`src/rtl/axi4_wr_arbiter.sv`:
```
// Two-requester AXI4 write-channel arbiter onto one target port.
// Round-robin grant; one transaction owns the target from grant until B handshake.
module axi4_wr_arbiter #(
    parameter int ID_WIDTH = 4,
    parameter int DWIDTH   = 64
) (
    input  logic                  ACLK,
    input  logic                  ARESET,
    // requester 0
    input  logic [ID_WIDTH-1:0]   M0_AWID,
    input  logic [31:0]           M0_AWADDR,
    input  logic [7:0]            M0_AWLEN,
    input  logic [2:0]            M0_AWSIZE,
    input  logic [1:0]            M0_AWBURST,
    input  logic                  M0_AWVALID,
    output logic                  M0_AWREADY,
    input  logic [DWIDTH-1:0]     M0_WDATA,
    input  logic [DWIDTH/8-1:0]   M0_WSTRB,
    input  logic                  M0_WLAST,
    input  logic                  M0_WVALID,
    output logic                  M0_WREADY,
    output logic [ID_WIDTH-1:0]   M0_BID,
    output logic [1:0]            M0_BRESP,
    output logic                  M0_BVALID,
    input  logic                  M0_BREADY,
    // requester 1
    input  logic [ID_WIDTH-1:0]   M1_AWID,
    input  logic [31:0]           M1_AWADDR,
    input  logic [7:0]            M1_AWLEN,
    input  logic [2:0]            M1_AWSIZE,
    input  logic [1:0]            M1_AWBURST,
    input  logic                  M1_AWVALID,
    output logic                  M1_AWREADY,
    input  logic [DWIDTH-1:0]     M1_WDATA,
    input  logic [DWIDTH/8-1:0]   M1_WSTRB,
    input  logic                  M1_WLAST,
    input  logic                  M1_WVALID,
    output logic                  M1_WREADY,
    output logic [ID_WIDTH-1:0]   M1_BID,
    output logic [1:0]            M1_BRESP,
    output logic                  M1_BVALID,
    input  logic                  M1_BREADY,
    // shared target
    output logic [ID_WIDTH-1:0]   S_AWID,
    output logic [31:0]           S_AWADDR,
    output logic [7:0]            S_AWLEN,
    output logic [2:0]            S_AWSIZE,
    output logic [1:0]            S_AWBURST,
    output logic                  S_AWVALID,
    input  logic                  S_AWREADY,
    output logic [DWIDTH-1:0]     S_WDATA,
    output logic [DWIDTH/8-1:0]   S_WSTRB,
    output logic                  S_WLAST,
    output logic                  S_WVALID,
    input  logic                  S_WREADY,
    input  logic [ID_WIDTH-1:0]   S_BID,
    input  logic [1:0]            S_BRESP,
    input  logic                  S_BVALID,
    output logic                  S_BREADY,
    output logic                  PROT_ERR,
    output logic                  GRANT
);

    typedef enum logic [1:0] {IDLE, ADDR, DATA, RESP} state_t;

    state_t      state;
    logic        last_grant;
    logic [7:0]  beat_limit;
    logic [7:0]  beat_cnt;
    logic        winner;
    logic        g_wlast;
    logic        g_bready;

    // On a tie the requester not granted last wins; otherwise whoever asks.
    always_comb begin
        if (M0_AWVALID && M1_AWVALID) winner = ~last_grant;
        else                          winner = M1_AWVALID;
    end

    assign g_wlast  = GRANT ? M1_WLAST  : M0_WLAST;
    assign g_bready = GRANT ? M1_BREADY : M0_BREADY;

    always_comb begin
        S_AWID     = '0;
        S_AWADDR   = '0;
        S_AWLEN    = '0;
        S_AWSIZE   = '0;
        S_AWBURST  = '0;
        S_AWVALID  = 1'b0;
        S_WDATA    = '0;
        S_WSTRB    = '0;
        S_WLAST    = 1'b0;
        S_WVALID   = 1'b0;
        S_BREADY   = 1'b0;
        M0_AWREADY = 1'b0;
        M1_AWREADY = 1'b0;
        M0_WREADY  = 1'b0;
        M1_WREADY  = 1'b0;
        M0_BID     = '0;
        M0_BRESP   = '0;
        M0_BVALID  = 1'b0;
        M1_BID     = '0;
        M1_BRESP   = '0;
        M1_BVALID  = 1'b0;
        case (state)
            ADDR: begin
                S_AWID     = GRANT ? M1_AWID    : M0_AWID;
                S_AWADDR   = GRANT ? M1_AWADDR  : M0_AWADDR;
                S_AWLEN    = GRANT ? M1_AWLEN   : M0_AWLEN;
                S_AWSIZE   = GRANT ? M1_AWSIZE  : M0_AWSIZE;
                S_AWBURST  = GRANT ? M1_AWBURST : M0_AWBURST;
                S_AWVALID  = GRANT ? M1_AWVALID : M0_AWVALID;
                M0_AWREADY = ~GRANT & S_AWREADY;
                M1_AWREADY =  GRANT & S_AWREADY;
            end
            DATA: begin
                S_WDATA   = GRANT ? M1_WDATA  : M0_WDATA;
                S_WSTRB   = GRANT ? M1_WSTRB  : M0_WSTRB;
                S_WVALID  = GRANT ? M1_WVALID : M0_WVALID;
                S_WLAST   = (beat_cnt == beat_limit);
                M0_WREADY = ~GRANT & S_WREADY;
                M1_WREADY =  GRANT & S_WREADY;
            end
            RESP: begin
                S_BREADY = g_bready;
                if (GRANT) begin
                    M1_BID    = S_BID;
                    M1_BRESP  = S_BRESP;
                    M1_BVALID = S_BVALID;
                end else begin
                    M0_BID    = S_BID;
                    M0_BRESP  = S_BRESP;
                    M0_BVALID = S_BVALID;
                end
            end
            default: ;
        endcase
    end

    always_ff @(posedge ACLK) begin
        if (ARESET) begin
            state      <= IDLE;
            GRANT      <= 1'b0;
            last_grant <= 1'b1;
            beat_limit <= '0;
            beat_cnt   <= '0;
            PROT_ERR   <= 1'b0;
        end else begin
            case (state)
                IDLE: if (M0_AWVALID || M1_AWVALID) begin
                    GRANT      <= winner;
                    beat_limit <= winner ? M1_AWLEN : M0_AWLEN;
                    state      <= ADDR;
                end
                ADDR: if (S_AWVALID && S_AWREADY) begin
                    beat_cnt <= '0;
                    state    <= DATA;
                end
                // Counter may wrap after beat 255; S_WLAST has already ended the burst.
                DATA: if (S_WVALID && S_WREADY) begin
                    beat_cnt <= beat_cnt + 8'd1;
                    if (g_wlast != S_WLAST) PROT_ERR <= 1'b1;
                    if (S_WLAST) state <= RESP;
                end
                RESP: if (S_BVALID && S_BREADY) begin
                    last_grant <= GRANT;
                    state      <= IDLE;
                end
                default: state <= IDLE;
            endcase
        end
    end

endmodule

```
`config.mk`:
```
export PLATFORM = sky130hd
export DESIGN_NAME = axi4_wr_arbiter
export DESIGN_NICKNAME = d
export VERILOG_FILES = /design/src/rtl/axi4_wr_arbiter.sv
export SDC_FILE = /design/constraint.sdc
export NUM_CORES = 1
export LEC_CHECK = 0
export ABC_AREA = 1
export CORE_AREA = 2 2 160 162
export DETAILED_ROUTE_END_ITERATION = 16
export DIE_AREA = 0 0 162 164
export PLACE_DENSITY = 0.51
export SLEW_MARGIN = 20
export SYNTH_ARGS = -nofsm -noshare
export SYNTH_HDL_FRONTEND = slang
export SYNTH_SLANG_ARGS = --single-unit
```
`constraint.sdc`:
```
create_clock -name ACLK -period 1.63 [get_ports ACLK]
set_input_delay 0.326 -clock ACLK [delete_from_list [all_inputs] [get_ports ACLK]]
set_output_delay 0.326 -clock ACLK [all_outputs]
set_load 0.1 [all_outputs]
```
Word-level counts from Yosys, hierarchy flattened
Index checks and enable logic that the tools add are counted.

storage, ports and cells
  logic and storage cells = 84
  bits in registers = 21

cells by class
  mux-type cells = 49
  equality and inequality tests = 10
  reductions and logical operators = 12
  bitwise gates (word level) = 6
  add/subtract/negate cells = 1

operator list
  cell                   count
  $mux W64               2
  $mux W32               2
  $mux W8                7
  $mux W4                6
  $mux W2                11
  $mux W1                17
  $pmux W8 S2            1
  $ne A2 B2 Y1 const B   5
  $add A8 B1 Y8 const B  1
  $eq A8 B8 Y1           1
  $pmux W2 S4            1
  $mux W3                2
  $reduce_and A3 Y1      2
  $reduce_and A5 Y1      1
  $and A1 B1 Y1          4
  $eq A2 B2 Y1 const B   2
  $logic_and A1 B1 Y1    4
  $reduce_and A2 Y1      2
  $eq A2 B1 Y1 const B   1
  $logic_not A2 Y1       1
  $not A1 Y1             2
  $reduce_bool A2 Y1     1
  $logic_or A1 B1 Y1     1
  $ne A1 B1 Y1           1

Logic depth before layout (Yosys ltp)
Gate-level depths: netlist of the first run.

  depth in word-level cells = 5
  mapped depth = 14
  depth with buffers taken out = 13

Worst setup path before layout of the first run
OpenSTA, ideal clock, no wires.

  path kind = reg2out
  from = register GRANT
  to = output S_BREADY
  cell stages (with the launch flop) = 5
  buffers on the path = 2
  setup slack = -2.389 ns
  arrival = 3.693 ns
  cell sequence = dfxtp_1 -> buf_4 -> buf_2 -> nand2_1 -> a21boi_0

on the way
  longest elaborated chain between the ends = 2

RTL lines
  item                    RTL line  source
  start, declared         61        output logic GRANT
  start signal, assigned  151       GRANT <= winner;
  $mux W1                 81        assign g_bready = GRANT ? M1_BREADY : M0_BREADY;
  $mux W1                 105       case (state)
  end, declared           59        output logic S_BREADY,

Every way passes these cells.

Final worst setup path of the first run
  from = register state[0]
  to = output S_WSTRB[7]

on the way
  longest elaborated chain between the ends = 2

RTL lines
  item                    RTL line  source
  start, declared         66        state_t state;
  start signal, assigned  142       state <= IDLE;
  start signal, assigned  153       state <= ADDR;
  start signal, assigned  157       state <= DATA;
  $eq A2 B2 Y1            105
  $mux W8                 105
  end, declared           52        output logic [DWIDTH/8-1:0] S_WSTRB,

Every way passes these cells.

==> metrics.yaml, run 1 <==
leakage_uw: 0.00478
place_hpwl_microns: 19800
worst-endpoint-required_ps: 1300
finClkSkew_ps: 9.03
die_h_microns: 164
hold_viol: 0
start_util_pct: 11.3
endpoint_kind: "output pin"
yosys_warnings: 0
cts_buffer_depth: 2
via_per_inst: 4.12
grt_remaining_overflow: 0
portBuffers: 405
p_total_uw: 16300
run_status: "finished with violations"
setup_ws_ps: -353
cts_tree: "done"
drive_above_1_share_pct: 46.5
fp.dieArea_sq_um: 26600
fin_area_sq_um: 11600
final-setup-viol-count: 153
drtPass1Iterations: 4
ir_worst_vdd_mv: 0.867
syn_to_final_growth_pct: 314
netlist_area_sq_um: 2810
grt_antenna_before_repair: 1
cts_buffers: 3
io_pins: 406
max-cap-violations: 0
clk_pin_slew_ps: 70
rsz0062_at_grt: "true"
routed_wl_microns: 24000
syn_inst: 486
period_share_pct: 122
holdBufCountCts: 0
grt_pass1_wl_microns: 33600
num_rows: 58
slew_viol_final: 0
cts-root-buf: "clkbuf_16"
min_period_ps: 1980
finalNetCount: 1219
pre_cts_slack_ps: -315
power_density_nw_per_um2: 1400
max_slew_margin_pct: 74.3
h-tree-depth: 1
crit_chain: "inv_2 -> ha_4 -> inv_8 -> nor2_8 -> buf_12 -> buf_16 -> a22o_4 -> buf_12"
critPathKind: "reg -> out"
postPlaceCellArea_sq_um: 10800
clock-sinks: 21
hold_path.class: "reg -> reg"
via_count: 5278
die_w_microns: 162
path_common_cell: "buf_12"
antennaDiodeCount: 0
cp_max_fo: 6
coreArea_sq_um: 24800
synth_seq_cells: 21
syn_nets: 752
critPathLaunchType: "register"
drc_errors: 0
clk-insertion-delay-late_ps: 260
drtIter0Drc: 170
drtAntennaViolNets: 0
fin_cells: 1282
fmax_mhz: 504
synth_area_per_cell_sq_um: 5.78
grt_pass1_vias: 5389
grt_use_total_pct: 16.7
yosysSeqAreaShare_pct: 15.0
violations: "setup timing"
worst_path_max_delay_cell: "dfxtp_2"
grt_max_degree: 28
dp_cells: 1250
routabilityCongestion: 0.771
max_stage_delay_ps: 330
synth_cell_types: 32
tightest_slew_ps: 385
crit_arrival_ps: 1660
wire_per_inst_microns: 18.7
==> cells in the mapped netlist <==
master    count  area [sq um]
nor2_8        1          20.0
a31oi_1       8          50.1
ha_1          5          62.6
a21boi_0      1          7.51
buf_6         1          11.3
nand2_1     172           646
o21ai_1       2          10.0
dfxtp_1      21           420
nor2_2        2          12.5
buf_2         2          10.0
o211ai_1      1          7.51
or2_2         1          6.26
buf_4         2          15.0
nand3_2       1          10.0
nor3b_1       2          15.0
a22o_1       72           631
buf_1        10          37.5
o21ai_0      13          65.1
inv_1        34           128
xor2_1        2          17.5
a21oi_2       1          8.76
inv_2         2          7.51
o22ai_1       1          6.26
nor3_1        1          5.00
a21oi_1      60           300
nand4_1       1          6.26
inv_4         1          6.26
nand2_2       4          25.0
xnor2_1       3          26.3
clkbuf_1     21          78.8
nand3_1      12          60.1
nor2_1       26          97.6
==> registers in the layout, indices dropped and copies added (netlist names) <==
name and cells:
GRANT 1, PROT_ERR 1, beat_cnt 8, beat_limit 8, last_grant 1, state 2
==> power breakdown <==
part	switching [uW]	internal [uW]
registers	109	631
logic	8930	6110
clock network	217	334
total	9260	7070
==> layout by cell type, fill, tap and decap left out, types with 3 or more instances in the layout <==
cell type / instances
clkdlybuf4s50_1: 260
buf_6: 16
inv_1: 28
ha_4: 3
dfxtp_1: 17
buf_16: 9
nand2_4: 21
nor2_4: 21
buf_12: 163
nor2_1: 7
nand3_1: 9
o21ai_1: 6
xnor2_1: 3
a31oi_1: 8
a22o_4: 72
o21ai_0: 7
clkbuf_16: 7
nand2_2: 3
nand2_1: 150
buf_4: 40
a21oi_4: 49
inv_4: 3
a21oi_1: 7
inv_8: 3
a21oi_2: 5
inv_2: 3
buf_8: 4
nand3_2: 3
==> critical path: cells and delay by family, from the launching register on <==
family | cells | cell delay [ps]
flops | 1 | 330
compound gates | 1 | 250
buf+inv | 5 | 580
simple gates | 1 | 40
fa+ha+maj | 1 | 190
==> routing by layer <==
metal | up-vias | track usage [%] | routed length [microns]
li1 | 2598 | - | -
met1 | 2403 | 18.6 | 8940
met2 | 261 | 31.8 | 12500
met3 | 14 | 5.00 | 2180
met4 | 2 | 2.90 | 322
met5 | - | 0 | 13
==> path summary, 6_finish.rpt <==
kind                  to     start  slack (ps)  depth (start not counted)
max           S_WSTRB[7]  state[0]        -350                          8
min             PROT_ERR  PROT_ERR         490                          2
max reg2reg  beat_cnt[6]  state[0]        -160                         12
min reg2reg     PROT_ERR  PROT_ERR         490                          2
==> through the flow <==
stage / TNS, ps / hold slack (ps) / utilization [%]
after floorplan: -32240 / 466 / -
after global placement: -16810 / 476 / 43.4
after detailed placement: -17840 / 478 / 43.4
after CTS: -46720 / 489 / 46.1
after global routing: -52220 / 505 / 46.9
final: -43210 / 488 / 46.9
==> area by class of cell <==
cell class                      instances  area [sq um]
Sequential cell                        21           430
Clock buffer                            3          75.1
Timing Repair inverter                  1          8.76
Clock inverter                          1          6.26
Multi-Input combinational cell        393          3770
Tap cell                              330           413
Timing Repair Buffer                  496          6750
Fill cell                            2313         13200
Inverter                               37           170
==> cell families after synthesis <==
| kind of cell | share of synthesized area, % |
|---|---|
| simple gates | 32.1 |
| compound gates | 38.6 |
| buf+inv | 10.5 |
| flops | 15.0 |
| xor+xnor | 1.56 |
| fa+ha+maj | 2.23 |
==> timing repair <==
action,CTS,global route
buffers inserted,14,3
gates resized for setup,72,20
pin swaps,18,55
endpoints found under the hold margin,0,0
setup endpoints to repair,161,161
gates cloned,8,5
Power figures use the tool's default switching activity.
==> run 2: changes to the inputs <==
CTS_CLUSTER_SIZE = 25   (was not set)
==> results of run 2 <==
The final DEF is identical to that of run 1; final timing and power are the same.
